`config.mk`:
```
export PLATFORM = sky130hd
export DESIGN_NAME = ex_stage
export DESIGN_NICKNAME = d
export VERILOG_FILES = /design/src/rtl/ex_stage.sv
export SDC_FILE = /design/constraint.sdc
export NUM_CORES = 1
export LEC_CHECK = 0
export BUFFER_PORTS_ARGS = -buffer_cell sky130_fd_sc_hd__buf_4
export CORE_UTILIZATION = 50
export CTS_CLUSTER_DIAMETER = 60
export DETAILED_ROUTE_END_ITERATION = 16
export PLACE_DENSITY = 0.75
export SYNTH_ARGS = -nofsm -noshare
export SYNTH_HDL_FRONTEND = slang
export SYNTH_SLANG_ARGS = --single-unit
```
`constraint.sdc`:
```
create_clock -name clock -period 3.3 [get_ports clock]
set_input_delay 0.33 -clock clock [delete_from_list [all_inputs] [get_ports clock]]
set_output_delay 0.33 -clock clock [all_outputs]
set_load 0.03 [all_outputs]
```
`src/rtl/ex_stage.sv`:
```
// rtl/ex_stage.sv - execute stage with iterative shift-add MUL and EX/MEM pipeline register
module ex_stage (
  input  logic        clock,
  input  logic        reset,
  input  logic [1:0]  wb_ctl,
  input  logic [2:0]  m_ctl,
  input  logic        regdst,
  input  logic        alusrc,
  input  logic [1:0]  aluop,
  input  logic [31:0] npc,
  input  logic [31:0] rdata1,
  input  logic [31:0] rdata2,
  input  logic [31:0] sign_ext,
  input  logic [4:0]  instr_2021,
  input  logic [4:0]  instr_1511,
  input  logic        flush,
  output logic        stall,
  output logic [1:0]  wb_ctl_q,
  output logic [2:0]  m_ctl_q,
  output logic [31:0] branch_target_q,
  output logic        zero_q,
  output logic [31:0] alu_result_q,
  output logic [31:0] rdata2_q,
  output logic [4:0]  dest_q
);

  typedef enum logic [1:0] {IDLE = 2'd0, BUSY = 2'd1, DONE = 2'd2} state_t;
  typedef enum logic [2:0] {
    FN_ADD = 3'd0, FN_SUB = 3'd1, FN_AND = 3'd2,
    FN_OR  = 3'd3, FN_SLT = 3'd4, FN_MUL = 3'd5
  } alu_fn_t;

  state_t      r_state;
  state_t      w_next_state;
  alu_fn_t     w_fn;
  logic [31:0] r_mcand;
  logic [31:0] r_mplier;
  logic [31:0] r_acc;
  logic [4:0]  r_cnt;

  logic [31:0] w_opb;
  logic [4:0]  w_dest;
  logic [31:0] w_branch_target;
  logic [31:0] w_alu;
  logic [31:0] w_result;
  logic        w_is_mul;
  logic        w_start;
  logic        w_step;
  logic        w_bubble;
  logic        w_use_acc;
  logic        w_stall;

  assign w_opb           = alusrc ? sign_ext : rdata2;
  assign w_dest          = regdst ? instr_1511 : instr_2021;
  assign w_branch_target = npc + (sign_ext << 2);
  assign w_is_mul        = (w_fn == FN_MUL);
  assign w_result        = w_use_acc ? r_acc : w_alu;
  assign stall           = w_stall;

  // ALU function decode from op class and funct field
  always_comb begin
    w_fn = FN_ADD;
    case (aluop)
      2'b01: w_fn = FN_SUB;
      2'b10: begin
        case (sign_ext[5:0])
          6'h22:   w_fn = FN_SUB;
          6'h24:   w_fn = FN_AND;
          6'h25:   w_fn = FN_OR;
          6'h2A:   w_fn = FN_SLT;
          6'h18:   w_fn = FN_MUL;
          default: w_fn = FN_ADD;
        endcase
      end
      default: w_fn = FN_ADD;
    endcase
  end

  // Single-cycle ALU; MUL results come from the iterative accumulator, never from here
  always_comb begin
    w_alu = rdata1 + w_opb;
    case (w_fn)
      FN_SUB:  w_alu = rdata1 - w_opb;
      FN_AND:  w_alu = rdata1 & w_opb;
      FN_OR:   w_alu = rdata1 | w_opb;
      FN_SLT:  w_alu = {31'd0, $signed(rdata1) < $signed(w_opb)};
      FN_MUL:  w_alu = 32'd0;
      default: w_alu = rdata1 + w_opb;
    endcase
  end

  // Next state, stall and EX/MEM load selection; flush overrides everything
  always_comb begin
    w_next_state = r_state;
    w_stall      = 1'b0;
    w_bubble     = 1'b0;
    w_use_acc    = 1'b0;
    w_start      = 1'b0;
    w_step       = 1'b0;
    if (flush) begin
      w_next_state = IDLE;
      w_bubble     = 1'b1;
    end else begin
      case (r_state)
        IDLE: begin
          if (w_is_mul) begin
            w_start      = 1'b1;
            w_stall      = 1'b1;
            w_bubble     = 1'b1;
            w_next_state = BUSY;
          end
        end
        BUSY: begin
          w_step   = 1'b1;
          w_stall  = 1'b1;
          w_bubble = 1'b1;
          if (r_cnt == 5'd31) begin
            w_next_state = DONE;
          end
        end
        DONE: begin
          w_use_acc    = 1'b1;
          w_next_state = IDLE;
        end
        default: begin
          w_bubble     = 1'b1;
          w_next_state = IDLE;
        end
      endcase
    end
    // stall must never hold upstream while the core is in reset
    if (!reset) begin
      w_stall = 1'b0;
    end
  end

  // State register
  always_ff @(posedge clock or negedge reset) begin
    if (!reset) begin
      r_state <= IDLE;
    end else begin
      r_state <= w_next_state;
    end
  end

  // Shift-add multiplier: latch operands on issue, one partial product per BUSY cycle
  always_ff @(posedge clock or negedge reset) begin
    if (!reset) begin
      r_mcand  <= 32'd0;
      r_mplier <= 32'd0;
      r_acc    <= 32'd0;
      r_cnt    <= 5'd0;
    end else if (w_start) begin
      r_mcand  <= rdata1;
      r_mplier <= w_opb;
      r_acc    <= 32'd0;
      r_cnt    <= 5'd0;
    end else if (w_step) begin
      if (r_mplier[0]) begin
        r_acc <= r_acc + r_mcand;
      end
      r_mcand  <= r_mcand << 1;
      r_mplier <= r_mplier >> 1;
      r_cnt    <= r_cnt + 5'd1;
    end
  end

  // EX/MEM pipeline register; bubbles clear control, destination and data
  always_ff @(posedge clock or negedge reset) begin
    if (!reset) begin
      wb_ctl_q        <= 2'd0;
      m_ctl_q         <= 3'd0;
      branch_target_q <= 32'd0;
      zero_q          <= 1'b0;
      alu_result_q    <= 32'd0;
      rdata2_q        <= 32'd0;
      dest_q          <= 5'd0;
    end else if (w_bubble) begin
      wb_ctl_q        <= 2'd0;
      m_ctl_q         <= 3'd0;
      branch_target_q <= 32'd0;
      zero_q          <= 1'b0;
      alu_result_q    <= 32'd0;
      rdata2_q        <= 32'd0;
      dest_q          <= 5'd0;
    end else begin
      wb_ctl_q        <= wb_ctl;
      m_ctl_q         <= m_ctl;
      branch_target_q <= w_branch_target;
      zero_q          <= (w_result == 32'd0);
      alu_result_q    <= w_result;
      rdata2_q        <= rdata2;
      dest_q          <= w_dest;
    end
  end

endmodule

```
==> qor.yml <==
slew_headroom_pct: 48.6
failed_checks: "setup timing"
startpoint_type: "primary input"
fp.dieH_um: 181
start_util_pct: 50.7
synth_edf_count: 0
hp-start: "rdata2[6]"
core_um2: 31600
wl_per_cell_um: 21.3
dpl_worst_slack_ps: -1010
rsz0062_at_grt: "true"
numCtsBuffers: 26
yosysUniqueCellTypes: 91
whs_path_depth: 2
power_density_nw_per_um2: 393
setup_violations: 1
rrSetupSlack_ps: 40
fin_tns_setup_ps: -271
end_kind: "register"
place_inst: 2766
grt_pass1_vias: 17000
ys_seq_area_share_pct: 32.8
drive_above_1_share_pct: 35.2
max_cap_violations: 0
r2r-end: "r_acc[31]"
synth_seq_cells: 210
place.gp.congestion: 0.955
ir_drop_mv: 0.362
cts_sinks: 210
grt_max_degree: 102
chipWidth_um: 181
leakagePower_uw: 0.0120
ioPinCount: 258
arrival_ps: 4030
cts-htree-levels: 1
die_area_um2: 32700
clkTransAtPathRegs_ps: 60
grt_pass1_wl_um: 92300
rows: 65
hold_viol_final: 0
clockRootBuffer: "clkbuf_16"
nNetsFinal: 2757
stdcell_area_um2: 23000
area_growth_pct: 43.6
clockBufferDepth: 3
num_vias: 16700
outcome: "finished with violations"
overflow: 0
diodes: 0
fin_util_pct: 72.8
fillers: 2400
clock_skew_ps: 10.3
cp_max_fo: 6
grt_antenna_before_repair: 0
hpwl_um: 46400
clock_latency_ps: 560
synth_ff_type: "dfrtp_1"
yosys_warnings: 0
drt_iter0_drc: 1366
drc: 0
worst_slack_ps: -271
place_area_um2: 21200
rr_startpoint: "r_acc[1]"
synthArstFlopShare_pct: 100
syn_avg_cell_area_um2: 8.92
holdPathEnd: "rdata2_q[6]"
ant_nets: 0
slew_violations: 0
netlist_instances: 1794
track_usage_pct: 36.3
dr.pass1.iters: 9
finalCritPeriodShare_pct: 108
hold_class: "in2reg"
worstPathRequired_ps: 3760
max_freq_mhz: 280
viasPerCell: 5.84
period_minus_slack_ps: 3570
cts_tree: "yes"
syn_area_um2: 16000
path_class: "in2reg"
worstMarginPinSlew_ps: 771
instances_no_fill: 2852
totalWireLength_um: 60700
io_buffers: 257
reg2reg_depth: 13
syn_nets: 2120
==> Yosys cell counts, types with 25 or more instances <==
| library cell | instances | area share, % |
|---|---|---|
| a222oi_1 | 62 | 3.9 |
| a21o_1 | 38 | 1.8 |
| inv_1 | 166 | 3.9 |
| a21oi_1 | 125 | 3.9 |
| nand3_1 | 54 | 1.7 |
| nor2_1 | 151 | 3.5 |
| a211oi_1 | 25 | 1.2 |
| ha_1 | 172 | 13 |
| and2_1 | 57 | 2.2 |
| o211ai_1 | 26 | 1.2 |
| clkbuf_1 | 62 | 1.5 |
| xnor2_1 | 55 | 3.0 |
| o21ai_0 | 99 | 3.1 |
| nor3_1 | 29 | 0.91 |
| dfrtp_1 | 210 | 33 |
| nand2_1 | 76 | 1.8 |
| mux2_2 | 31 | 2.2 |
| xor2_1 | 37 | 2.0 |
==> cells by family after synthesis <==
logic type | after synthesis | share of synthesized area, %
buf+inv | 252 | 6.59
compound gates | 531 | 23.1
simple gates | 488 | 15.4
flops | 210 | 32.8
xor+xnor | 92 | 5.04
mux | 45 | 3.06
fa+ha+maj | 176 | 14.0
==> flip-flops by register name, summed over array words and instances, names as in the netlist, 3 cells and up <==
name / cells
dest_q: 5
rdata2_q: 32
r_cnt: 5
alu_result_q: 32
branch_target_q: 32
r_acc: 32
r_mplier: 32
r_mcand: 32
m_ctl_q: 3
==> worst max-delay path, stage by stage <==
cell       delay, ps
buf_12           120
mux2_4           320
ha_4             170
fa_2             350
a21o_1           190
a221o_1          360
a21o_1           210
a21o_1           190
a21oi_2          190
xnor2_1           80
a221o_1          370
a2111oi_4        430
nand4_1          160
nor4_2           160
nand4b_1         200
nor4_2           180
==> power by group <==
group	switching, µW	internal (µW)
clock	1150	1680
combinational	1830	1590
sequential	50.3	2720
==> layer usage <==
layer	up-vias	GRT usage [%]	share of wire, %
met2	747	64.3	50
met4	0	23.0	6.9
met3	211	5.52	5.8
met1	7945	40.9	37
met5	-	0	0
li1	7756	-	-
==> area by class of cell <==
type | count | area, µm² | area share (%)
Tap cell | 402 | 503 | 2.19
Clock buffer | 37 | 763 | 3.32
Timing Repair Buffer | 695 | 5400 | 23.5
Multi-Input combinational cell | 1332 | 10400 | 45.0
Inverter | 166 | 623 | 2.71
Clock inverter | 10 | 85.1 | 0.370
Sequential cell | 210 | 5260 | 22.9
==> stage by stage <==
stage	power (µW)	hold WS (ps)
after floorplan	4470	34.4
after CTS	8950	0.0426
after global placement	6000	287
after global routing	9410	7.13
final	9030	9.58
after detailed placement	6030	291
==> cell usage in the layout, fill, tap and decap left out, types with 10 or more instances in the layout <==
cell           count
a211oi_1          20
dlygate4sd3_1     31
dfrtp_1          209
nand2b_1          22
nor2b_1           19
clkbuf_16         27
o211ai_1          26
xnor2_1           55
mux2_2            21
a31oi_1           10
a21oi_1          106
mux2i_1           14
o21bai_1          17
nand3_1           54
nor3_1            24
nand2_1           76
o21ai_0           91
nand4_1           10
mux2_4            10
a21oi_2           18
xor2_1            37
a21o_1            38
ha_1             162
buf_4            654
and3_1            16
inv_1            161
a222oi_1          62
and2_1            55
nor2_1           149
==> timing repair <==
| action | 4_1_cts | 5_1_grt |
|---|---|---|
| pin swaps | 19 | 34 |
| setup buffers | 1 | 7 |
| gates resized for setup | 42 | 64 |
| hold endpoints to repair | 82 | 0 |
| setup endpoints to repair | 12 | 20 |
| hold buffers | 31 | 0 |
==> how the worst max path moves through the flow <==
| stage | start | end | slack [ps] | depth (start not counted) |
|---|---|---|---|---|
| final | alusrc | zero_q | -270 | 16 |
| after global routing | alusrc | zero_q | -400 | 16 |
| after CTS | alusrc | zero_q | -240 | 16 |
| after global placement | alusrc | zero_q | -1010 | 18 |
| after floorplan | alusrc | zero_q | -430 | 16 |
| after detailed placement | alusrc | zero_q | -1010 | 18 |
(Power assumes the default switching activity.)
